## config.mk

```make
export PLATFORM = sky130hd
export DESIGN_NAME = dlsc_pcie_s6_inbound_read_req
export DESIGN_NICKNAME = d
export VERILOG_FILES = /design/src/rtl/dlsc_pcie_s6_inbound_read_req_pkg.sv /design/src/rtl/dlsc_pcie_s6_bytecount.sv /design/src/rtl/dlsc_pcie_s6_inbound_read_req.sv
export SDC_FILE = /design/constraint.sdc
export NUM_CORES = 1
export LEC_CHECK = 0
export BUFFER_PORTS_ARGS = -buffer_cell sky130_fd_sc_hd__buf_2
export CORE_MARGIN = 3
export CORE_UTILIZATION = 45
export CTS_BUF_LIST = sky130_fd_sc_hd__clkbuf_16
export DETAILED_ROUTE_END_ITERATION = 10
export PLACE_DENSITY_LB_ADDON = 0.25
export SETUP_SLACK_MARGIN = 0.02
export SYNTH_ARGS = -nofsm -noshare
export SYNTH_HDL_FRONTEND = slang
export SYNTH_SLANG_ARGS = --single-unit
```

## constraint.sdc

```tcl
create_clock -name clk -period 11.3 [get_ports clk]
set_input_delay 2.825 -clock clk [delete_from_list [all_inputs] [get_ports clk]]
set_output_delay 2.825 -clock clk [all_outputs]
set_load 0.03 [all_outputs]
```

## src/rtl/dlsc_pcie_s6_inbound_read_req_pkg.sv

```systemverilog
// Shared definitions for the PCIe inbound read path: FSM states, max_payload
// encodings and the payload-size to DW conversion.
package dlsc_pcie_s6_inbound_read_req_pkg;

    typedef enum logic {
        ST_IDLE = 1'b0,
        ST_BUSY = 1'b1
    } state_t;

    localparam logic [2:0] MPS_128  = 3'd0;
    localparam logic [2:0] MPS_256  = 3'd1;
    localparam logic [2:0] MPS_512  = 3'd2;
    localparam logic [2:0] MPS_1024 = 3'd3;
    localparam logic [2:0] MPS_2048 = 3'd4;
    localparam logic [2:0] MPS_4096 = 3'd5;

    // Completion size in DW: encoded max_payload clipped to max_size bytes.
    // Reserved encodings (6,7) are treated as the largest size.
    function automatic logic [10:0] size_to_dw(input logic [2:0] mps, input int max_size);
        logic [10:0] dw;
        case (mps)
            MPS_128:  dw = 11'd32;
            MPS_256:  dw = 11'd64;
            MPS_512:  dw = 11'd128;
            MPS_1024: dw = 11'd256;
            MPS_2048: dw = 11'd512;
            default:  dw = 11'd1024;
        endcase
        if (int'(dw) > (max_size / 4)) begin
            dw = 11'(max_size / 4);
        end
        return dw;
    endfunction

endpackage

```

## src/rtl/dlsc_pcie_s6_bytecount.sv

```systemverilog
// Byte count and leading-byte offset of a DW-granular PCIe request, derived
// from its length and first/last byte enables.
module dlsc_pcie_s6_bytecount (
    input  logic [10:0] len,
    input  logic [3:0]  be_first,
    input  logic [3:0]  be_last,
    output logic [12:0] bytes,
    output logic [1:0]  lead
);

    logic [3:0] be_end;
    logic [1:0] trail;

    always_comb begin
        // A single-DW request carries both ends in be_first.
        be_end = (len == 11'd1) ? be_first : be_last;

        casez (be_first)
            4'b???1: lead = 2'd0;
            4'b??10: lead = 2'd1;
            4'b?100: lead = 2'd2;
            4'b1000: lead = 2'd3;
            default: lead = 2'd0;
        endcase

        casez (be_end)
            4'b1???: trail = 2'd0;
            4'b01??: trail = 2'd1;
            4'b001?: trail = 2'd2;
            4'b0001: trail = 2'd3;
            default: trail = 2'd0;
        endcase

        if (len == 11'd1 && be_first == 4'd0) begin
            bytes = 13'd1;
        end else begin
            bytes = {len, 2'b00} - {11'd0, lead} - {11'd0, trail};
        end
    end

endmodule

```

## src/rtl/dlsc_pcie_s6_inbound_read_req.sv

```systemverilog
// Turns one inbound MRd header at a time into AXI read bursts and a matching
// stream of CplD header descriptors; the two output streams run independently.
module dlsc_pcie_s6_inbound_read_req
    import dlsc_pcie_s6_inbound_read_req_pkg::*;
#(
    parameter int ADDR     = 32,
    parameter int LEN      = 4,
    parameter int MAX_SIZE = 128
) (
    input  logic            clk,
    input  logic            rst,
    input  logic [2:0]      max_payload,
    output logic            tlp_ready,
    input  logic            tlp_valid,
    input  logic [ADDR-3:0] tlp_addr,
    input  logic [9:0]      tlp_len,
    input  logic [3:0]      tlp_be_first,
    input  logic [3:0]      tlp_be_last,
    input  logic [7:0]      tlp_tag,
    input  logic [15:0]     tlp_src_id,
    input  logic [1:0]      tlp_attr,
    input  logic [2:0]      tlp_tc,
    input  logic            axi_ar_ready,
    output logic            axi_ar_valid,
    output logic [ADDR-1:0] axi_ar_addr,
    output logic [LEN-1:0]  axi_ar_len,
    input  logic            cpl_ready,
    output logic            cpl_valid,
    output logic [6:0]      cpl_addr_low,
    output logic [9:0]      cpl_len,
    output logic [11:0]     cpl_bytes,
    output logic            cpl_last,
    output logic [7:0]      cpl_tag,
    output logic [15:0]     cpl_src_id,
    output logic [1:0]      cpl_attr,
    output logic [2:0]      cpl_tc,
    output logic            dbg_busy
);

    localparam logic [10:0] BURST_MAX = 11'(2**LEN);

    state_t          state_q, state_d;
    logic            tlp_ready_q, tlp_ready_d;
    logic            ar_valid_q, ar_valid_d;
    logic [ADDR-3:0] ar_addr_q, ar_addr_d;
    logic [10:0]     ar_rem_q, ar_rem_d;
    logic            cpl_valid_q, cpl_valid_d;
    logic [9:0]      cpl_addr_q, cpl_addr_d;     // DW offset within the 4KB page
    logic [10:0]     cpl_rem_q, cpl_rem_d;
    logic [12:0]     cpl_bytes_q, cpl_bytes_d;
    logic            cpl_first_q, cpl_first_d;
    logic [1:0]      lead_q, lead_d;
    logic [10:0]     csz_dw_q, csz_dw_d;
    logic [7:0]      tag_q, tag_d;
    logic [15:0]     src_id_q, src_id_d;
    logic [1:0]      attr_q, attr_d;
    logic [2:0]      tc_q, tc_d;

    logic [10:0] req_len;
    logic [12:0] bc_bytes;
    logic [1:0]  bc_lead;
    logic [10:0] ar_to_4k, ar_burst;
    logic [10:0] cpl_to_bound, cpl_span;

    assign req_len = (tlp_len == 10'd0) ? 11'd1024 : {1'b0, tlp_len};

    dlsc_pcie_s6_bytecount u_bytecount (
        .len      (req_len),
        .be_first (tlp_be_first),
        .be_last  (tlp_be_last),
        .bytes    (bc_bytes),
        .lead     (bc_lead)
    );

    always_comb begin
        ar_to_4k = 11'd1024 - {1'b0, ar_addr_q[9:0]};
        ar_burst = ar_rem_q;
        if (ar_burst > BURST_MAX) ar_burst = BURST_MAX;
        if (ar_burst > ar_to_4k)  ar_burst = ar_to_4k;

        cpl_to_bound = csz_dw_q - ({1'b0, cpl_addr_q} & (csz_dw_q - 11'd1));
        cpl_span     = (cpl_rem_q < cpl_to_bound) ? cpl_rem_q : cpl_to_bound;
    end

    always_comb begin
        state_d     = state_q;
        ar_valid_d  = ar_valid_q;
        ar_addr_d   = ar_addr_q;
        ar_rem_d    = ar_rem_q;
        cpl_valid_d = cpl_valid_q;
        cpl_addr_d  = cpl_addr_q;
        cpl_rem_d   = cpl_rem_q;
        cpl_bytes_d = cpl_bytes_q;
        cpl_first_d = cpl_first_q;
        lead_d      = lead_q;
        csz_dw_d    = csz_dw_q;
        tag_d       = tag_q;
        src_id_d    = src_id_q;
        attr_d      = attr_q;
        tc_d        = tc_q;

        case (state_q)
            ST_IDLE: begin
                if (tlp_valid && tlp_ready_q) begin
                    state_d     = ST_BUSY;
                    ar_valid_d  = 1'b1;
                    ar_addr_d   = tlp_addr;
                    ar_rem_d    = req_len;
                    cpl_valid_d = 1'b1;
                    cpl_addr_d  = tlp_addr[9:0];
                    cpl_rem_d   = req_len;
                    cpl_bytes_d = bc_bytes;
                    cpl_first_d = 1'b1;
                    lead_d      = bc_lead;
                    csz_dw_d    = size_to_dw(max_payload, MAX_SIZE);
                    tag_d       = tlp_tag;
                    src_id_d    = tlp_src_id;
                    attr_d      = tlp_attr;
                    tc_d        = tlp_tc;
                end
            end
            default: begin
                if (ar_valid_q && axi_ar_ready) begin
                    ar_addr_d = ar_addr_q + {{(ADDR-13){1'b0}}, ar_burst};
                    ar_rem_d  = ar_rem_q - ar_burst;
                    if (ar_burst == ar_rem_q) ar_valid_d = 1'b0;
                end
                if (cpl_valid_q && cpl_ready) begin
                    cpl_addr_d  = cpl_addr_q + cpl_span[9:0];
                    cpl_rem_d   = cpl_rem_q - cpl_span;
                    // Only the first completion is shortened by the leading byte offset.
                    cpl_bytes_d = cpl_bytes_q - ({cpl_span, 2'b00} - {11'd0, (cpl_first_q ? lead_q : 2'b00)});
                    cpl_first_d = 1'b0;
                    if (cpl_span == cpl_rem_q) cpl_valid_d = 1'b0;
                end
                if (!ar_valid_d && !cpl_valid_d) state_d = ST_IDLE;
            end
        endcase

        tlp_ready_d = (state_d == ST_IDLE);
    end

    always_ff @(posedge clk or posedge rst) begin
        if (rst) begin
            state_q     <= ST_IDLE;
            tlp_ready_q <= 1'b0;
            ar_valid_q  <= 1'b0;
            ar_addr_q   <= '0;
            ar_rem_q    <= '0;
            cpl_valid_q <= 1'b0;
            cpl_addr_q  <= '0;
            cpl_rem_q   <= '0;
            cpl_bytes_q <= '0;
            cpl_first_q <= 1'b0;
            lead_q      <= '0;
            csz_dw_q    <= '0;
            tag_q       <= '0;
            src_id_q    <= '0;
            attr_q      <= '0;
            tc_q        <= '0;
        end else begin
            state_q     <= state_d;
            tlp_ready_q <= tlp_ready_d;
            ar_valid_q  <= ar_valid_d;
            ar_addr_q   <= ar_addr_d;
            ar_rem_q    <= ar_rem_d;
            cpl_valid_q <= cpl_valid_d;
            cpl_addr_q  <= cpl_addr_d;
            cpl_rem_q   <= cpl_rem_d;
            cpl_bytes_q <= cpl_bytes_d;
            cpl_first_q <= cpl_first_d;
            lead_q      <= lead_d;
            csz_dw_q    <= csz_dw_d;
            tag_q       <= tag_d;
            src_id_q    <= src_id_d;
            attr_q      <= attr_d;
            tc_q        <= tc_d;
        end
    end

    assign tlp_ready    = tlp_ready_q;
    assign dbg_busy     = (state_q == ST_BUSY);
    assign axi_ar_valid = ar_valid_q;
    assign axi_ar_addr  = {ar_addr_q, 2'b00};
    assign axi_ar_len   = LEN'(ar_burst - 11'd1);
    assign cpl_valid    = cpl_valid_q;
    assign cpl_addr_low = {cpl_addr_q[4:0], (cpl_first_q ? lead_q : 2'b00)};
    assign cpl_len      = cpl_span[9:0];
    assign cpl_bytes    = cpl_bytes_q[11:0];
    assign cpl_last     = (cpl_rem_q == cpl_span);
    assign cpl_tag      = tag_q;
    assign cpl_src_id   = src_id_q;
    assign cpl_attr     = attr_q;
    assign cpl_tc       = tc_q;

endmodule

```

==> results.sh, run 1 <==
export IMPL_nFillCells=1953
export IMPL_die_area_sq_um=22900
export IMPL_drv_slew=0
export IMPL_critical_path_buf_inv_count=3
export IMPL_critPathMostFrequentCell="ha_1"
export IMPL_worstPathMaxFanout=17
export IMPL_path_cells="inv_1, ha_1, nor2b_1, and2_1, xor2_1, nand2_1, ha_1, xnor2_1, inv_1, ha_1, a21o_1, a21oi_1, o21ai_2, mux2i_1, ha_1, nand4_1, nor4_2, buf_2"
export IMPL_route_vias_total=9121
export IMPL_layout_common_cells="nand2_1 (202), buf_2 (178), dfrtp_1 (115)"
export IMPL_synth_area_sq_um=9520
export IMPL_reg2reg_depth=26
export IMPL_final_period_utilization=0.771
export IMPL_track_usage=0.245
export IMPL_slew_headroom=0.276
export IMPL_critical_path_max_stage_delay_ns=0.66
export IMPL_area_growth_synth_to_final_pct=17.5
export IMPL_cts_inserted_buffers=17
export IMPL_drtPass1Iterations=7
export IMPL_async_flop_share=1.00
export IMPL_crit_path_start_kind="register"
export IMPL_cts_resized_gates=0
export IMPL_postRouteAntennaNets=0
export IMPL_r2r_start="ar_rem_q[6]"
export IMPL_dieWidth_um=151
export IMPL_syn_area_per_cell_sq_um=7.99
export IMPL_rsz0062_at_grt="no"
export IMPL_yosys_warnings=0
export IMPL_path_class="register to output port"
export IMPL_endpoint_kind="output port"
export IMPL_post_route_util=0.546
export IMPL_grt_pass1_vias=8586
export IMPL_seqCellArea_sq_um=2910
export IMPL_crit_end="cpl_last"
export IMPL_insertion_delay_ns=0.42
export IMPL_grt_max_degree=73
export IMPL_drc=0
export IMPL_layout_commonest_cell="nand2_1"
export IMPL_ys_ff_latch=116
export IMPL_drt_initial_drc_count=587
export IMPL_crit_slowest_cell="mux2i_1"
export IMPL_crit_arrival_ns=5.89
export IMPL_cap_violations=0
export IMPL_multi_input_area_sq_um=6120
export IMPL_ys_seq_area_frac=0.305
export IMPL_clk_pin_slew_ns=0.07
export IMPL_worstMarginPinSlew_ns=1.08
export IMPL_clock_path_buffers=2
export IMPL_drive_gt1_frac=0.184
export IMPL_hpwl_um=20700
export IMPL_dieHeight_um=151
export IMPL_cts_sinks=116
export IMPL_io_buffers=178
export IMPL_rows=52
export IMPL_place_worst_setup_slack_ns=3.09
export IMPL_grt_pass1_wl_um=44500
export IMPL_start_util=0.465
export IMPL_synth_edf_count=0
export IMPL_r2r_end="ar_addr_q[28]"
export IMPL_skew_ns=0.0134
export IMPL_fin_crit_ns=8.72
export IMPL_cts_tree="yes"
export IMPL_wirelength_um=28000
export IMPL_synth_cells=1192
export IMPL_fin_ws_ns=2.58
export IMPL_required_ns=8.48
export IMPL_ys_flop_type="dfrtp_1"
export IMPL_postCtsSetupBuffers=0
export IMPL_cts_htree_levels=4
export IMPL_ff2ff_setup_slack_ns=3.96
export IMPL_path_delay_family="adder cells"
export IMPL_grt_overflow=0
export IMPL_root_buffer="clkbuf_16"
export IMPL_crit_cells=18
export IMPL_routedWlPerCell_um=17.1
export IMPL_setup_tns_ns=0
export IMPL_ctsHoldBuffers=0
export IMPL_viasPerCell=5.59
export IMPL_hold_violations=0
export IMPL_max_freq_mhz=115
export IMPL_hold_path_class="register to register"
export IMPL_io_pins=184
export IMPL_gp_congestion=0.918
export IMPL_crit_start="csz_dw_q[5]"
export IMPL_outcome="complete, no violations"
export IMPL_grt_antenna_before_repair=1
export IMPL_final_nets=1518
export IMPL_synth_cell_types=80
export IMPL_coreArea_sq_um=20500
export IMPL_setup_viol=0
stage by stage:
stage                     cell area (sq um)  cells  hold slack (ns)
after global routing                  11200   1632            0.496
after detailed placement              10600   1600            0.459
after global placement                10600   1600            0.455
final                                 11200   1633            0.476
after floorplan                        9550   1199            0.442
after CTS                             11200   1632            0.478
metal layers:
layer | vias to the layer above | routed length (um) | GRT usage
met5 | - | 9 | 0
met4 | 2 | 636 | 0.0675
met3 | 39 | 2410 | 0.0660
met2 | 328 | 12000 | 0.376
met1 | 4276 | 12900 | 0.341
li1 | 4476 | - | -
worst min path at each step:
| stage | end | start | cells after the start |
|---|---|---|---|
| 2_1_floorplan | lead_q[0] | lead_q[0] | 2 |
| 3_3_place_gp | cpl_src_id[4] | cpl_src_id[4] | 2 |
| 3_5_place_dp | cpl_tag[2] | cpl_tag[2] | 2 |
| 4_1_cts | cpl_tag[7] | cpl_tag[7] | 2 |
| 5_1_grt | cpl_src_id[6] | cpl_src_id[6] | 2 |
| 6_report | cpl_src_id[10] | cpl_src_id[10] | 2 |
flip-flops by register name (all words and copies together), names as in the netlist:
signal,cells
cpl_src_id,16
ar_addr_q,30
cpl_tc,3
cpl_rem_q,11
ar_rem_q,11
cpl_attr,2
cpl_tag,8
cpl_first_q,1
lead_q,2
cpl_addr_q,10
csz_dw_q,6
cpl_valid,1
cpl_bytes_q,12
axi_ar_valid,1
tlp_ready,1
dbg_busy,1
final cells by class:
class	count	area share
antenna	1	0.000224
clock buffer	17	0.0380
clock inverter	15	0.0130
inverter	82	0.0277
multi-input combinational	947	0.547
sequential	116	0.260
tap	270	0.0302
timing repair buffer	185	0.0843
synth_stat cells, types with 4 or more instances:
cell	count	area share
nor2b_1	18	0.012
nand2b_1	17	0.011
a31oi_1	11	0.0072
buf_4	7	0.0055
o22ai_1	20	0.013
o211ai_1	5	0.0039
or4_1	5	0.0039
and2_1	17	0.011
xor2_1	29	0.027
ha_1	81	0.11
xnor2_1	44	0.040
o21ai_0	69	0.036
a221oi_1	6	0.0055
or3_1	6	0.0039
a21oi_1	87	0.046
inv_1	81	0.032
nor4_1	8	0.0053
nand4_1	7	0.0046
o2111ai_1	4	0.0037
a211oi_1	9	0.0071
clkbuf_1	36	0.014
mux2_2	4	0.0047
mux2i_1	25	0.026
o41ai_1	5	0.0046
nand2_1	202	0.080
o21a_1	9	0.0071
a21boi_1	7	0.0055
nand3_1	25	0.013
nor3_1	29	0.015
dfrtp_1	116	0.30
a211oi_2	4	0.0053
buf_1	8	0.0032
and3_1	15	0.0099
a21o_1	18	0.014
nor2_1	91	0.036
tightest hold or removal path, stage by stage, from the launching register on:
cell and delay (ns):
dfrtp_1 0.34, nand2_1 0.05, nand2_1 0.05
cells by family (layout without fill, tap and decap cells):
group / count (synthesis) / count (layout) / share of synthesized area
and+or+nand+nor: 452 / 452 / 0.216
muxes: 29 / 29 / 0.0310
other: 1 / 9 / 0.000394
DFF: 116 / 116 / 0.305
xor gates and xnor gates: 75 / 75 / 0.0712
AOI/OAI and AO/OA: 299 / 299 / 0.207
buffers and inverters: 136 / 299 / 0.0568
adders and majority gates: 84 / 84 / 0.113
Power of run 1 is not shown: default switching activity piles up to over one toggle a cycle in this logic, so the estimate is an artifact.
==> run 2: changes to the inputs <==
==> constraint.sdc (replaced) <==
create_clock -name clk -period 8.6 [get_ports clk]
set_input_delay 2.15 -clock clk [delete_from_list [all_inputs] [get_ports clk]]
set_output_delay 2.15 -clock clk [all_outputs]
set_load 0.03 [all_outputs]
==> run 2 against run 1 <==
Net effect:
- setup slack got worse by 1.9 ns
- first-iteration DRC count increased by 3.2%
- register-to-register slack got worse by 2.3 ns
- worst hold slack lost 0.0039 ns
- clock-buffer cell count stayed put
- sequential share of layout area down 0.081 points
- largest cell class unchanged
- highest routed layer unchanged
==> results.sh, run 2 (synthesis results as in run 1) <==
export IMPL_viasPerCell=5.58
export IMPL_cts_sinks=116
export IMPL_clk_pin_slew_ns=0.06
export IMPL_required_ns=6.45
export IMPL_largest_register_ffs=30
export IMPL_grt_max_degree=65
export IMPL_min_to="cpl_tag[5]"
export IMPL_setup_viol=0
export IMPL_drv_slew=0
export IMPL_path_class="register to output port"
export IMPL_crit_arrival_ns=5.78
export IMPL_grt_pass1_vias=8666
export IMPL_insertion_delay_ns=0.42
export IMPL_worstMarginPinSlew_ns=1.13
export IMPL_skew_ns=0.00773
export IMPL_crit_path_start_kind="register"
export IMPL_reg2reg_depth=27
export IMPL_antennaDiodeCount=0
export IMPL_final_period_utilization=0.922
export IMPL_drive_gt1_frac=0.185
export IMPL_ctsHoldBuffers=0
export IMPL_rows=52
export IMPL_outcome="complete, no violations"
export IMPL_hpwl_um=20700
export IMPL_track_usage=0.247
export IMPL_postRouteAntennaNets=0
export IMPL_route_vias_total=9119
export IMPL_slew_headroom=0.244
export IMPL_worstPathMaxFanout=17
export IMPL_min_from="cpl_tag[5]"
export IMPL_area_growth_synth_to_final_pct=17.9
export IMPL_r2r_end="ar_addr_q[24]"
export IMPL_cts_resized_gates=0
export IMPL_cts_tree="yes"
export IMPL_layout_commonest_cell="nand2_1"
export IMPL_final_nets=1520
export IMPL_drtPass1Iterations=6
export IMPL_hold_violations=0
export IMPL_top_register="ar_addr_q"
export IMPL_cts_htree_levels=4
export IMPL_root_buffer="clkbuf_16"
export IMPL_drc=0
export IMPL_clock_path_buffers=2
export IMPL_routedWlPerCell_um=17.0
export IMPL_ff2ff_setup_slack_ns=1.65
export IMPL_grt_overflow=0
export IMPL_dieHeight_um=151
export IMPL_wirelength_um=27800
export IMPL_setup_tns_ns=0
export IMPL_die_area_sq_um=22900
export IMPL_grt_antenna_before_repair=1
export IMPL_io_buffers=178
export IMPL_gp_congestion=0.910
export IMPL_cap_violations=0
export IMPL_dieWidth_um=151
export IMPL_layout_common_cells="nand2_1 (202), buf_2 (178), dfrtp_1 (115)"
export IMPL_hold_path_class="register to register"
export IMPL_coreArea_sq_um=20500
export IMPL_endpoint_kind="output port"
export IMPL_r2r_start="ar_rem_q[6]"
export IMPL_grt_pass1_wl_um=45000
export IMPL_max_freq_mhz=126
export IMPL_postCtsSetupBuffers=0
export IMPL_cts_inserted_buffers=17
export IMPL_hold_path_depth=2
export IMPL_drt_initial_drc_count=606
export IMPL_fin_crit_ns=7.93
export IMPL_start_util=0.465
export IMPL_io_pins=184
export IMPL_rsz0062_at_grt="no"
## run 2: final cells by class
| type | count | area [sq um] |
|---|---|---|
| tap | 270 | 338 |
| clock inverter | 15 | 168 |
| clock buffer | 17 | 425 |
| multi-input combinational | 947 | 6120 |
| fill | 1973 | 9270 |
| inverter | 82 | 310 |
| sequential | 116 | 2910 |
| timing repair buffer | 187 | 958 |
## run 2: per-stage QoR
step | utilization | cell area [sq um] | setup slack (ns) | instances | hold slack, ns
2_1_floorplan | - | 9550 | 1.35 | 1199 | 0.442
3_3_place_gp | 0.519 | 10600 | 1.22 | 1602 | 0.455
4_1_cts | 0.548 | 11200 | 0.674 | 1634 | 0.475
6_report | 0.548 | 11200 | 0.667 | 1634 | 0.472
5_1_grt | 0.548 | 11200 | 0.181 | 1634 | 0.498
3_5_place_dp | 0.519 | 10600 | 1.17 | 1602 | 0.458
## run 2: worst max path at each step
stage / endpoint / cells past startpoint / start
final: cpl_last / 18 / csz_dw_q[5]
after global routing: cpl_last / 18 / csz_dw_q[5]
after CTS: cpl_last / 18 / csz_dw_q[5]
after detailed placement: cpl_last / 18 / csz_dw_q[5]
after global placement: cpl_last / 18 / csz_dw_q[5]
after floorplan: cpl_last / 20 / csz_dw_q[6]
## run 2: worst max-delay path: stages, from the launching register on
cell,delay [ns]
dfrtp_1,0.54
inv_1,0.11
ha_1,0.28
nor2b_1,0.17
and2_1,0.17
xor2_1,0.13
nand2_1,0.07
ha_1,0.31
xnor2_1,0.21
inv_1,0.06
ha_1,0.30
a21o_1,0.20
a21oi_1,0.56
o21ai_2,0.42
mux2i_1,0.65
ha_1,0.33
nand4_1,0.13
nor4_2,0.41
buf_2,0.32
## run 2: per-layer routing
| metal | vias up | GRT usage | part of all wire |
|---|---|---|---|
| met5 | - | 0 | 0.00032 |
| met3 | 36 | 0.0577 | 0.081 |
| met4 | 2 | 0.0802 | 0.023 |
| met2 | 331 | 0.374 | 0.44 |
| met1 | 4276 | 0.348 | 0.46 |
| li1 | 4474 | - | - |
Power of run 2 is left out for the same reason.
